==> src/rtl/conv_encoder_serial.sv <==
// Serial rate-1/2 / rate-1/3 convolutional encoder with per-frame trellis termination.
// Optional: define ENC_TAIL_FLUSH_EN to append K-1 zero tail bits per frame.
`ifndef CODE_RATE_2
`define CODE_RATE_2 1'b0
`endif
`ifndef CODE_RATE_3
`define CODE_RATE_3 1'b1
`endif

module conv_encoder_serial #(
    parameter int unsigned FRAME_LEN = 128,
    parameter int unsigned K         = 3,
    parameter logic [K-1:0] G0       = K'(3'b111),
    parameter logic [K-1:0] G1       = K'(3'b101),
    parameter logic [K-1:0] G2       = K'(3'b111)
) (
    input  logic       clk,
    input  logic       rst,
    input  logic       i_start,
    input  logic       i_code_rate,
    input  logic       i_valid,
    input  logic       i_tx_data,
    output logic [2:0] o_code,
    output logic       o_valid,
    output logic       o_busy,
    output logic       o_done
);

    localparam int unsigned MW = K - 1;
    localparam int unsigned CW = $clog2(FRAME_LEN + 1);
`ifdef ENC_TAIL_FLUSH_EN
    localparam int unsigned TW = (K > 2) ? $clog2(K - 1) : 1;
`endif

    typedef enum logic [1:0] {
        IDLE   = 2'd0,
        ENCODE = 2'd1
`ifdef ENC_TAIL_FLUSH_EN
        ,
        FLUSH  = 2'd2
`endif
    } state_t;

    state_t         state;
    logic [MW-1:0]  mem;
    logic [CW-1:0]  cnt;
    logic           rate;
`ifdef ENC_TAIL_FLUSH_EN
    logic [TW-1:0]  tail;
`endif

    // Code symbol for input bit b against the current shift memory.
    function automatic logic [2:0] symbol(input logic b, input logic [MW-1:0] m, input logic r);
        logic [K-1:0] v;
        v = {b, m};
        symbol[0] = ^(v & G0);
        symbol[1] = ^(v & G1);
        symbol[2] = (r == `CODE_RATE_3) ? ^(v & G2) : 1'b0;
    endfunction

    always_ff @(posedge clk) begin
        if (!rst) begin
            state   <= IDLE;
            mem     <= '0;
            cnt     <= '0;
            rate    <= 1'b0;
            o_code  <= 3'b000;
            o_valid <= 1'b0;
            o_busy  <= 1'b0;
            o_done  <= 1'b0;
`ifdef ENC_TAIL_FLUSH_EN
            tail    <= '0;
`endif
        end else begin
            o_valid <= 1'b0;
            o_done  <= 1'b0;
            case (state)
                IDLE: begin
                    if (i_start) begin
                        rate   <= i_code_rate;
                        mem    <= '0;
                        cnt    <= '0;
                        state  <= ENCODE;
                        o_busy <= 1'b1;
                    end
                end
                ENCODE: begin
                    if (i_valid) begin
                        o_code  <= symbol(i_tx_data, mem, rate);
                        o_valid <= 1'b1;
                        mem     <= MW'({i_tx_data, mem} >> 1);
                        cnt     <= cnt + CW'(1);
                        if (cnt == CW'(FRAME_LEN - 1)) begin
`ifdef ENC_TAIL_FLUSH_EN
                            state <= FLUSH;
                            tail  <= '0;
`else
                            state  <= IDLE;
                            o_busy <= 1'b0;
                            o_done <= 1'b1;
`endif
                        end
                    end
                end
`ifdef ENC_TAIL_FLUSH_EN
                // Zero tail bits drive the trellis back to the all-zero state.
                FLUSH: begin
                    o_code  <= symbol(1'b0, mem, rate);
                    o_valid <= 1'b1;
                    mem     <= MW'({1'b0, mem} >> 1);
                    tail    <= tail + TW'(1);
                    if (tail == TW'(K - 2)) begin
                        state  <= IDLE;
                        o_busy <= 1'b0;
                        o_done <= 1'b1;
                    end
                end
`endif
                default: begin
                    state  <= IDLE;
                    o_busy <= 1'b0;
                end
            endcase
        end
    end

endmodule

==> config.mk <==
export PLATFORM = sky130hd
export DESIGN_NAME = conv_encoder_serial
export DESIGN_NICKNAME = d
export VERILOG_FILES = /design/src/rtl/conv_encoder_serial.sv
export SDC_FILE = /design/constraint.sdc
export NUM_CORES = 1
export LEC_CHECK = 0
export BUFFER_PORTS_ARGS = -buffer_cell sky130_fd_sc_hd__buf_4
export CAP_MARGIN = 20
export CORE_ASPECT_RATIO = 1.4
export CORE_MARGIN = 2
export CORE_UTILIZATION = 30
export DETAILED_ROUTE_END_ITERATION = 8
export SYNTH_ARGS = -nofsm -noshare
export SYNTH_HDL_FRONTEND = slang
export SYNTH_SLANG_ARGS = --single-unit
==> constraint.sdc <==
create_clock -name clk -period 3.5 [get_ports clk]
set_input_delay 0.175 -clock clk [delete_from_list [all_inputs] [get_ports clk]]
set_output_delay 0.175 -clock clk [all_outputs]
set_load 0.01 [all_outputs]
* After elaboration in Yosys (flattened, before gate mapping)
Index checks and enable logic that the tools add are counted.
** Word-level totals
- Register bits after elaboration :: 19
- Bits in latches :: 0
- Bits in writable memories :: 0
- Bits in read-only memories :: 0
- Input bits :: 6
- Logic and storage cells :: 41
- Memories :: 0
** Operators by class
- Add/sub/neg operators :: 1
- $mul :: 0
- Divide/modulo/power cells :: 0
- $lt $le $gt $ge :: 0
- Equal/unequal tests :: 5
- Shifts and indexed selects :: 0
- Muxes and demuxes :: 17
- Bitwise gates (word level) :: 0
- Reduce and logical (&&, ||, !) cells :: 10
** Operators with widths (count)
- 8-bit two-way mux :: 2
- 8-bit case mux with 2 select lines :: 1
- 2-bit two-way mux :: 5
- 3-bit AND reduction :: 3
- 8-bit by 1-bit adder with 8-bit output, second input constant :: 1
- 8-bit by 7-bit equality test with 1-bit output, second input constant :: 1
- 2-bit case mux with 2 select lines :: 2
- 1-bit two-way mux :: 6
- 2-bit inequality test, second input constant :: 3
- 2-bit AND reduction :: 3
- 3-bit parity :: 2
- 2-bit by 1-bit equality test with 1-bit output, second input constant :: 1
- 2-bit zero test :: 1
- 1-bit case mux with 2 select lines :: 1
- 2-bit nonzero test :: 1

* Depth between registers and ports, before layout
Gate-level depths: netlist (run 1).
- Word-level depth :: 4
- Gate-level depth with buffers :: 4
- Gate-level depth less buffers :: 4

* Least setup slack after synthesis (run 1)
Ideal clock, no wire load.
- Path kind :: reg2reg
- Start point :: register, netlist name o_busy
- End point :: register cnt[7]
- Arrival :: 1155 ps
- Data required time :: 3430 ps
- Slack :: 2275 ps
- Cell stages (with the launch flop) :: 4
- Path buffers :: 0
- Period minus slack after synthesis :: 1225 ps
- Path through :: dfxtp_1 nand4_1 or4_1 a21boi_1
** RTL lines
- end signal, assigned :: RTL line 92 : cnt <= cnt + CW'(1);
- end, declared :: RTL line 46 : logic [CW-1:0] cnt;

* Worst setup path in the final report (run 1)
- Start point :: register cnt[0]
- End point :: register cnt[4]
** Between the ends
- Cells in the longest elaborated chain, start to end :: 3
** RTL lines
- 8-bit by 1-bit adder with 8-bit output :: RTL line 92
- 8-bit two-way mux :: RTL line 88 : if (i_valid) begin
- 8-bit case mux with 2 select lines :: RTL line 77 : case (state)
No other way between the ends. The select of a mux whose other input is x is not followed.
A chain may end at the register's enable or synchronous reset.

==> results.ini, run 1 <==
[run_status]
status = completed

[sta]
period_needed_ns = 1.407
max-slew-margin-rel = 0.7359
fmaxAchievable_mhz = 710.6
finalMaxSlewViolations = 0
hold_viol_final = 0
rsz0062_at_grt = false
setup_violations = 0
setup_tns_ns = 0
skew_ns = 0.007948
worstMarginPinSlew_ns = 0.3852
min_period_over_period = 0.4021

[power]
p_leak_nw = 0.3270
ir_worst_vdd_mv = 0.2275
power.density_nw_per_um2 = 393.6

[global_route]
grt_pass1_wl_mm = 2.173
grt_overflow_total = 0
gr-usage-all-layers = 0.1072
grt_start_max_net_pins = 19
grt_pass1_vias = 544
antenna_found_initial = 0

[clock_network]
worstSkewPairLatency_ns = 0.29
holdBufCountCts = 0
post-cts-setup-buffers = 0
cts_buffers = 3
clk_pin_slew_ns = 0.10
cts_tree = built
htree_levels = 1
cts.sinks = 17
cts_resized = 0
clock-root-buffer = clkbuf_4
cts.path.max_buffers = 2

[synth]
synth.top_cell.area_share = 0.4747
synthArstFlopShare = 0
postSynthCellCount = 75
synth_top_family_by_area = simple AND/OR/NAND/NOR gates
yosysTopAreaCell = dfxtp_1
synth.area.mux_share = 0.05585
yosys_most_used_dff = dfxtp_1
synth_edf_count = 0
synth_area_sq_um = 716.9
synth_compound_area_frac = 0.1693
synth_most_common_cell = dfxtp_1
yosys_warnings = 0
synth_cell_types = 28
netlist_top_cells_area = dfxtp_1 (47%), nor2b_1 (6.1%), mux2i_1 (5.6%)
synth_seq_cells = 17
synth_commonest_cells = dfxtp_1 (17), nor2b_1 (7), nand2_1 (6), mux2i_1 (4), or3_1 (4)
syn-mean-instance-area_sq_um = 9.559
synthAdderAreaFrac = 0.01745
synth_xor_area_frac = 0.02443
syn_nets = 82
synthSimpleGateAreaFrac = 0.2251
seq_area_frac_synth = 0.4747

[worst_setup_path]
cp_max_fo = 6
worstReg2RegEnd = cnt[4]
cp-end-kind = flip-flop
start_kind = flip-flop
worstSetupPathType = flip-flop to flip-flop
reg2reg_slack_ns = 2.09
worstPathRequired_ns = 3.72
timing.rr.start = cnt[0]
critPathArrivalTime_ns = 1.62
reg2regPathDepth = 4

[placement]
io_buffers = 11
dp_hpwl_mm = 1.018
place.gp.congestion = 0.7153

[min_path]
hold_path.class = input port to flip-flop
worstHoldStart = i_code_rate
holdPathStages = 3
worstHoldEndpoint = rate

[layout]
drive_gt1_frac = 0.1839
regArea_sq_um = 340.3
diodes = 0
fin_nets = 95
fin_util = 0.3606
fillers = 239
multiInputGateArea_sq_um = 352.8
syn_to_final_growth_pct = 17.63

[die]
pin_count = 12
std_cell_rows = 21
core_sq_um = 2338
die_area_sq_um = 2802
die_x_microns = 45.32
die_y_microns = 61.84
initial_utilization = 0.3066

[routing]
drcViolationCount = 0
drt_iter0_drc = 8
ant_nets = 0
viasPerCell = 5.309
avgRoutedWirePerCell_microns = 12.21
vias = 584
dr.pass1.iters = 4
wl_mm = 1.343

[flow_run]
drv_cap = 0

==> worst max-delay path by stage <==
stage,from,to,slack (ns)
after detailed placement,cnt[0],cnt[4],2.09
after global routing,cnt[0],cnt[6],2.02
after floorplan,o_busy,cnt[7],2.27
after global placement,cnt[0],cnt[6],2.14
after CTS,cnt[0],cnt[4],2.08
final,cnt[0],cnt[4],2.09
==> power by group <==
group / switching, mW / leakage [nW] / internal, mW / total (mW)
clock network: 0.0597 / 0.0177 / 0.0425 / 0.102
logic: 0.0145 / 0.171 / 0.0143 / 0.0287
registers: 0.00343 / 0.138 / 0.198 / 0.201
total: 0.0776 / 0.327 / 0.254 / 0.332
==> cell type report <==
| type | instances | area share |
|---|---|---|
| clock buffer | 3 | 0.02671 |
| multi-input combinational | 52 | 0.4184 |
| clock inverter | 1 | 0.005935 |
| timing repair buffer | 11 | 0.09792 |
| inverter | 3 | 0.01335 |
| tap | 23 | 0.03412 |
| sequential | 17 | 0.4036 |
==> per-layer routing <==
layer / part of all wire / track usage
met1: 0.41 / 0.1062
met2: 0.55 / 0.1980
met3: 0.019 / 0.01734
met4: 0.023 / 0.07563
met5: 0 / 0
==> worst max-delay path: stages (launching register included) <==
cell	delay, ns
dfxtp_1	0.38
ha_1	0.18
nand3_1	0.21
or3_1	0.40
a21boi_0	0.18
==> metrics by stage <==
step | setup WS (ns) | instance area, sq um | power (mW) | hold WS (ns) | cells
after CTS | 2.078 | 843.3 | 0.3381 | 0.1326 | 110
after global placement | 2.143 | 815.8 | 0.2339 | 0.4372 | 106
after detailed placement | 2.090 | 815.8 | 0.2349 | 0.4577 | 106
final | 2.093 | 843.3 | 0.3320 | 0.1440 | 110
after floorplan | 2.275 | 716.9 | 0.2227 | 0.3266 | 75
after global routing | 2.015 | 843.3 | 0.3490 | 0.1300 | 110
==> cell usage in the layout, fill, tap and decap left out, types with 2 or more instances in the layout <==
master	count
o21ai_0	2
nor2b_1	7
or3_1	4
o211ai_1	3
nand3_1	3
buf_4	11
and2_1	2
a22oi_1	3
clkbuf_4	3
dfxtp_1	17
inv_1	3
a21boi_0	3
mux2i_1	4
nand2_1	6
o22ai_1	2
==> kinds of logic after synthesis <==
logic type      after synthesis
mux                           4
flops                        17
fa+ha+maj                     1
simple gates                 28
xor+xnor                      2
buf+inv                       6
compound gates               17
==> sequential cells by signal, summed over array words and instances (netlist names) <==
name and cells:
o_code 3, mem 2, rate 1, o_busy 1, o_done 1, cnt 8, o_valid 1
No activity file was read; power rests on OpenSTA's default activity.
==> run 2: changes to the inputs <==
==> constraint.sdc (replaced) <==
create_clock -name clk -period 1.3 [get_ports clk]
set_input_delay 0.065 -clock clk [delete_from_list [all_inputs] [get_ports clk]]
set_output_delay 0.065 -clock clk [all_outputs]
set_load 0.01 [all_outputs]
==> run 2 against run 1 <==
Against the previous run: largest power group unchanged; fmax rose by 14%; highest routed layer unchanged; sequential share of layout area fell by 2.7 points; power grew to 2.8 times the previous value; clock-buffer cell count rose by 1; largest cell class unchanged; core utilization grew 3.5 points; clock power grew to 2.9 times the previous value; combinational power increased to 3.1 times the previous value.
==> results.ini, run 2 (same netlist as run 1, synthesis figures left out) <==
[routing]
drt_iter0_drc = 21  ; +13
wl_mm = 1.494  ; +11%
ant_nets = 0  ; unchanged
avgRoutedWirePerCell_microns = 12.88  ; +5.5%
drcViolationCount = 0  ; unchanged
vias = 592  ; +1.4%
dr.pass1.iters = 2  ; -2
viasPerCell = 5.103  ; -3.9%

[worst_setup_path]
worstSetupPathType = flip-flop to flip-flop
start_kind = flip-flop
crit_end = cnt[5]
reg2reg_slack_ns = 0.07  ; -2.03 ns
critPathLaunch = cnt[0]
crit_cells = 4  ; unchanged
crit_family = simple AND/OR/NAND/NOR gates
cp-end-kind = flip-flop
worstPathRequired_ns = 1.53  ; -2.19 ns
cp_cell_sequence = nand4_1 -> buf_4 -> or3_1 -> a21oi_1
cp_num_buf_inv = 1  ; +1
timing.rr.start = cnt[0]
critPathArrivalTime_ns = 1.47  ; -0.15 ns
worstReg2RegEnd = cnt[5]
slowest_stage = dfxtp_2
max_stage_delay_ns = 0.39  ; about the same
cp_max_fo = 4  ; -2
reg2regPathDepth = 4  ; unchanged

[die]
die_y_microns = 61.84  ; unchanged
core_sq_um = 2338  ; unchanged
die_area_sq_um = 2802  ; unchanged
die_x_microns = 45.32  ; unchanged
std_cell_rows = 21  ; unchanged
initial_utilization = 0.3066  ; unchanged
pin_count = 12  ; unchanged

[layout]
top_register = cnt
drive_gt1_frac = 0.3011  ; +0.1172
syn_to_final_growth_pct = 28.97
largest_reg_flops = 8  ; unchanged
top_regs = cnt (8), o_code (3), mem (2)
fillers = 220  ; -7.9%
final_common_cell = buf_4
layout_common_cells = buf_4 (17), dfxtp_1 (13), nor2b_1 (7)
fin_cells = 116  ; +5.5%
fin_util = 0.3954  ; +0.03478
fin_nets = 101  ; +6.3%
diodes = 0  ; unchanged

[min_path]
hold_path.class = input port to flip-flop

[power]
netSwitchingFraction = 0.2467  ; +0.01295
comb_power_share = 0.096  ; +0.009
p_seq_frac = 0.586  ; -0.020
p_int_uw = 697.8  ; +170%
ir_worst_vdd_mv = 0.6237  ; +170%
p_leak_nw = 0.3545  ; +8.4%
power_uw = 926.3  ; +180%
p_sw_uw = 228.5  ; +190%
clockPowerShare = 0.318  ; +0.010
power.density_nw_per_um2 = 1002  ; +150%

[clock_network]
cts.path.max_buffers = 2  ; unchanged
worstSkewPairLatency_ns = 0.30  ; about the same
htree_levels = 1  ; unchanged
holdBufCountCts = 0  ; unchanged
cts_buffers = 3  ; unchanged
cts.sinks = 17  ; unchanged
clk_pin_slew_ns = 0.10  ; about the same
clock-root-buffer = clkbuf_4
cts_tree = built

[global_route]
grt_pass1_wl_mm = 2.352  ; +8.2%
antenna_found_initial = 0  ; unchanged
grt_start_max_net_pins = 19  ; unchanged
gr-usage-all-layers = 0.1185  ; +0.01132
grt_overflow_total = 0  ; unchanged
grt_pass1_vias = 559  ; +2.8%

[sta]
fmaxAchievable_mhz = 809.9  ; +14%
max-slew-margin-rel = 0.7638  ; +0.02787
fin_ws_ns = 0.06527  ; -2.028 ns
whs_ns = 0.03107  ; -0.1129 ns
worstMarginPinSlew_ns = 0.3544  ; -0.03079 ns
min_period_over_period = 0.9498  ; +0.5477
period_needed_ns = 1.235  ; -0.1724 ns
setup_violations = 0  ; unchanged
hold_viol_final = 0  ; unchanged
finalMaxSlewViolations = 0  ; unchanged
skew_ns = 0.003869  ; -0.004079 ns
rsz0062_at_grt = true

[placement]
dp_slack_ns = -0.03410  ; -2.125 ns
place.gp.congestion = 0.6469  ; -9.6%
io_buffers = 11  ; unchanged
dp_hpwl_microns = 976.4  ; -4.1%
place_inst = 110  ; +3.8%

[flow_run]
drv_cap = 0  ; unchanged

[run_status]
status = completed

-- run 2: changes by cell type in the layout (fill, tap and decap cells not counted), sizes merged --
cell	before	now
buf	11	17
clkbuf	3	4
clkinv	1	0
-- run 2: timing repair --
item | CTS | global route
setup endpoints to repair | 4 | 7
resized for setup | 3 | 9
setup buffers | 1 | 1
pin swaps | 1 | 2
-- run 2: power by group through the flow --
stage | clock (mW) | combinational, mW | sequential (mW)
final | 0.295 | 0.0888 | 0.543
after global placement | 0 | 0.0846 | 0.552
after global routing | 0.325 | 0.0963 | 0.545
after detailed placement | 0 | 0.0864 | 0.553
after CTS | 0.292 | 0.0873 | 0.542
after floorplan | 0 | 0.0445 | 0.555
-- run 2: worst register-to-register path, cell delays in order (launching register included) --
cell     delay, ns
dfxtp_2       0.39
nand4_1       0.15
buf_4         0.18
or3_1         0.30
a21oi_1       0.16
-- run 2: per-stage QoR --
stage                     setup TNS (ns)  instance area [sq um]
after floorplan                        0                  716.9
after global placement                 0                  845.8
final                                  0                  924.6
after global routing            -0.01275                  924.6
after detailed placement        -0.04672                  845.8
after CTS                              0                  887.1
-- run 2: worst min path at each step --
stage / to / slack [ns] / start / depth (start not counted)
5_1_grt: rate / 0.03 / i_code_rate / 3
2_1_floorplan: o_busy / 0.22 / i_start / 2
3_5_place_dp: rate / 0.34 / i_code_rate / 3
6_report: rate / 0.03 / i_code_rate / 3
3_3_place_gp: rate / 0.33 / i_code_rate / 3
4_1_cts: rate / 0.03 / i_code_rate / 3
-- run 2: final cells by class --
cell class,instances,area (sq um),share of cell area
sequential,17,347.8,0.3762
inverter,3,11.26,0.01218
clock buffer,4,26.28,0.02842
timing repair buffer,17,127.6,0.1380
multi-input combinational,52,382.9,0.4141
tap,23,28.78,0.03112
-- run 2: per-layer routing --
metal | vias up | wire [microns] | share of wire | track usage
li1 | 305 | - | - | -
met1 | 276 | 582 | 0.39 | 0.1259
met2 | 6 | 833 | 0.56 | 0.1980
met3 | 5 | 31 | 0.021 | 0.02601
met4 | 0 | 47 | 0.031 | 0.09664
met5 | - | 0 | 0 | 0
==> run 3: changes to the inputs <==
--- a/config.mk
+++ b/config.mk
@@ -7,10 +7,10 @@
 export LEC_CHECK = 0
 export BUFFER_PORTS_ARGS = -buffer_cell sky130_fd_sc_hd__buf_4
 export CAP_MARGIN = 20
-export CORE_ASPECT_RATIO = 1.4
 export CORE_MARGIN = 2
-export CORE_UTILIZATION = 30
+export CORE_UTILIZATION = 52
 export DETAILED_ROUTE_END_ITERATION = 8
+export PLACE_DENSITY = 0.75
 export SYNTH_ARGS = -nofsm -noshare
 export SYNTH_HDL_FRONTEND = slang
 export SYNTH_SLANG_ARGS = --single-unit
==> run 3 against run 2 <==
Against the previous run: worst hold slack lost 0.0020 ns; sequential power is essentially flat; sequential cell count is the same; cell count shrank 8.6%; largest power group unchanged; clock-buffer cell count shrank 1; critical path depth shrank 1; clock power shrank 3%; combinational power grew 2%; register-to-register slack lost 0.02 ns; sequential share of layout area grew 1.6 points; clock skew grew 0.00075 ns; critical endpoint is now cnt[7]; power shrank 0.87%.
==> results.ini, run 3 (same netlist as run 1, synthesis figures left out) <==
[clock_network]
worstSkewPairLatency_ns = 0.29  ; about the same
cts.path.max_buffers = 2  ; unchanged
clock-root-buffer = clkbuf_4
clk_pin_slew_ns = 0.10  ; about the same
holdBufCountCts = 0  ; unchanged
cts.sinks = 17  ; unchanged
cts_buffers = 3  ; unchanged
cts_tree = built
htree_levels = 1  ; unchanged

[worst_setup_path]
start_kind = flip-flop
worstPathRequired_ns = 1.53  ; about the same
slowest_stage = or4_1
crit_family = simple AND/OR/NAND/NOR gates
critPathArrivalTime_ns = 1.49  ; +0.02 ns
cp_num_buf_inv = 0  ; -1
worstSetupPathType = flip-flop to flip-flop
cp-end-kind = flip-flop
max_stage_delay_ns = 0.45  ; +0.06 ns
cp_cell_sequence = nand4_1 -> or4_1 -> a21boi_1
cp_max_fo = 6  ; +2

[routing]
avgRoutedWirePerCell_microns = 13.46  ; +4.5%
drt_iter0_drc = 9  ; -57%
viasPerCell = 5.613  ; +10%
drcViolationCount = 0  ; unchanged
ant_nets = 0  ; unchanged
dr.pass1.iters = 3  ; +1
wl_mm = 1.427  ; -4.5%
vias = 595  ; +0.51%

[placement]
dp_hpwl_microns = 952.9  ; -2.4%
place.gp.congestion = 0.7026  ; +8.6%
io_buffers = 11  ; unchanged
dp_slack_ns = -0.02513  ; +0.008970 ns
dpl_cell_area_sq_um = 828.3  ; -2.1%

[layout]
drive_gt1_frac = 0.2857  ; -0.01536
final_common_cell = buf_4
fin_util = 0.6808  ; +0.2854
fillers = 111  ; -50%
final_area_sq_um = 885.9  ; -4.2%
layout_common_cells = buf_4 (15), dfxtp_1 (13), nor2b_1 (7)
largest_reg_flops = 8  ; unchanged
diodes = 0  ; unchanged
top_register = cnt
fin_nets = 99  ; -2.0%
top_regs = cnt (8), o_code (3), mem (2)
syn_to_final_growth_pct = 23.56

[global_route]
grt_overflow_total = 0  ; unchanged
grt_pass1_vias = 530  ; -5.2%
grt_pass1_wl_mm = 2.242  ; -4.7%
grt_start_max_net_pins = 19  ; unchanged
gr-usage-all-layers = 0.2090  ; +0.09051
antenna_found_initial = 0  ; unchanged

[sta]
worstMarginPinSlew_ns = 0.3632  ; +0.008834 ns
finalMaxSlewViolations = 0  ; unchanged
fmaxAchievable_mhz = 796.1  ; -1.7%
rsz0062_at_grt = true
skew_ns = 0.004621  ; +0.0007521 ns
setup_violations = 0  ; unchanged
max-slew-margin-rel = 0.7579  ; -0.005889
setup_tns_ns = 0  ; unchanged
hold_viol_final = 0  ; unchanged
period_needed_ns = 1.256  ; +0.02133 ns
min_period_over_period = 0.9662  ; +0.01641
fin_ws_ns = 0.04394  ; -0.02133 ns

[power]
ir_worst_vdd_mv = 0.6820  ; +9.4%
power_uw = 918.2  ; -0.87%
p_leak_nw = 0.3462  ; -2.3%
power.density_nw_per_um2 = 1037  ; +3.5%

[die]
core_sq_um = 1301  ; -44%
die_x_microns = 41.13  ; -9.2%
std_cell_rows = 13  ; -38%
die_area_sq_um = 1692  ; -40%
pin_count = 12  ; unchanged
initial_utilization = 0.5510  ; +0.2444
die_y_microns = 41.13  ; -33%

[min_path]
hold_path.class = input port to flip-flop

[run_status]
status = completed

[flow_run]
drv_cap = 0  ; unchanged

==> run 3: cell types whose count changed in the layout (fill, tap and decap cells not counted), sizes merged <==
cell | before | now
buf | 17 | 15
clkbuf | 4 | 3
clkinv | 0 | 1
==> run 3: worst paths after layout <==
check	from	endpoint	slack, ns	cells after the start
hold / removal	i_code_rate	rate	0.03	3
setup reg to reg	o_busy	cnt[7]	0.04	3
hold reg to reg	o_code[2]	o_code[2]	0.48	2
setup / recovery	o_busy	cnt[7]	0.04	3
==> run 3: final cells by class <==
cell class | count | area [sq um] | area share
Multi-Input combinational cell | 52 | 367.9 | 0.4153
Sequential cell | 17 | 347.8 | 0.3927
Timing Repair Buffer | 15 | 112.6 | 0.1271
Clock buffer | 3 | 22.52 | 0.02542
Tap cell | 15 | 18.77 | 0.02119
Inverter | 3 | 11.26 | 0.01271
Clock inverter | 1 | 5.005 | 0.005650
==> run 3: repair_timing <==
item                       CTS  global route
setup endpoints to repair    4             6
resized for setup            3             6
buffers inserted             0             1
pin swaps                    1             1
==> run 3: power by group <==
group          switching [mW]  internal (mW)
clock                   0.171          0.115
sequential             0.0104          0.532
combinational          0.0442         0.0464
total                   0.225          0.693
==> run 3: metal layers <==
layer | track usage | share of wire
met1 | 0.2351 | 0.46
met2 | 0.3555 | 0.51
met3 | 0.03261 | 0.018
met4 | 0.1452 | 0.0098
met5 | 0 | 0
==> run 3: worst min-delay path: stages <==
cell and delay [ns]:
buf_4 0.07, mux2i_1 0.05, nor2b_1 0.10
==> run 3: stage by stage <==
| step | std cells | hold slack (ns) |
|---|---|---|
| floorplan | 75 | 0.2166 |
| global placement | 101 | 0.3266 |
| detailed placement | 101 | 0.3415 |
| CTS | 105 | 0.02756 |
| global route | 106 | 0.06229 |
| finish | 106 | 0.02909 |
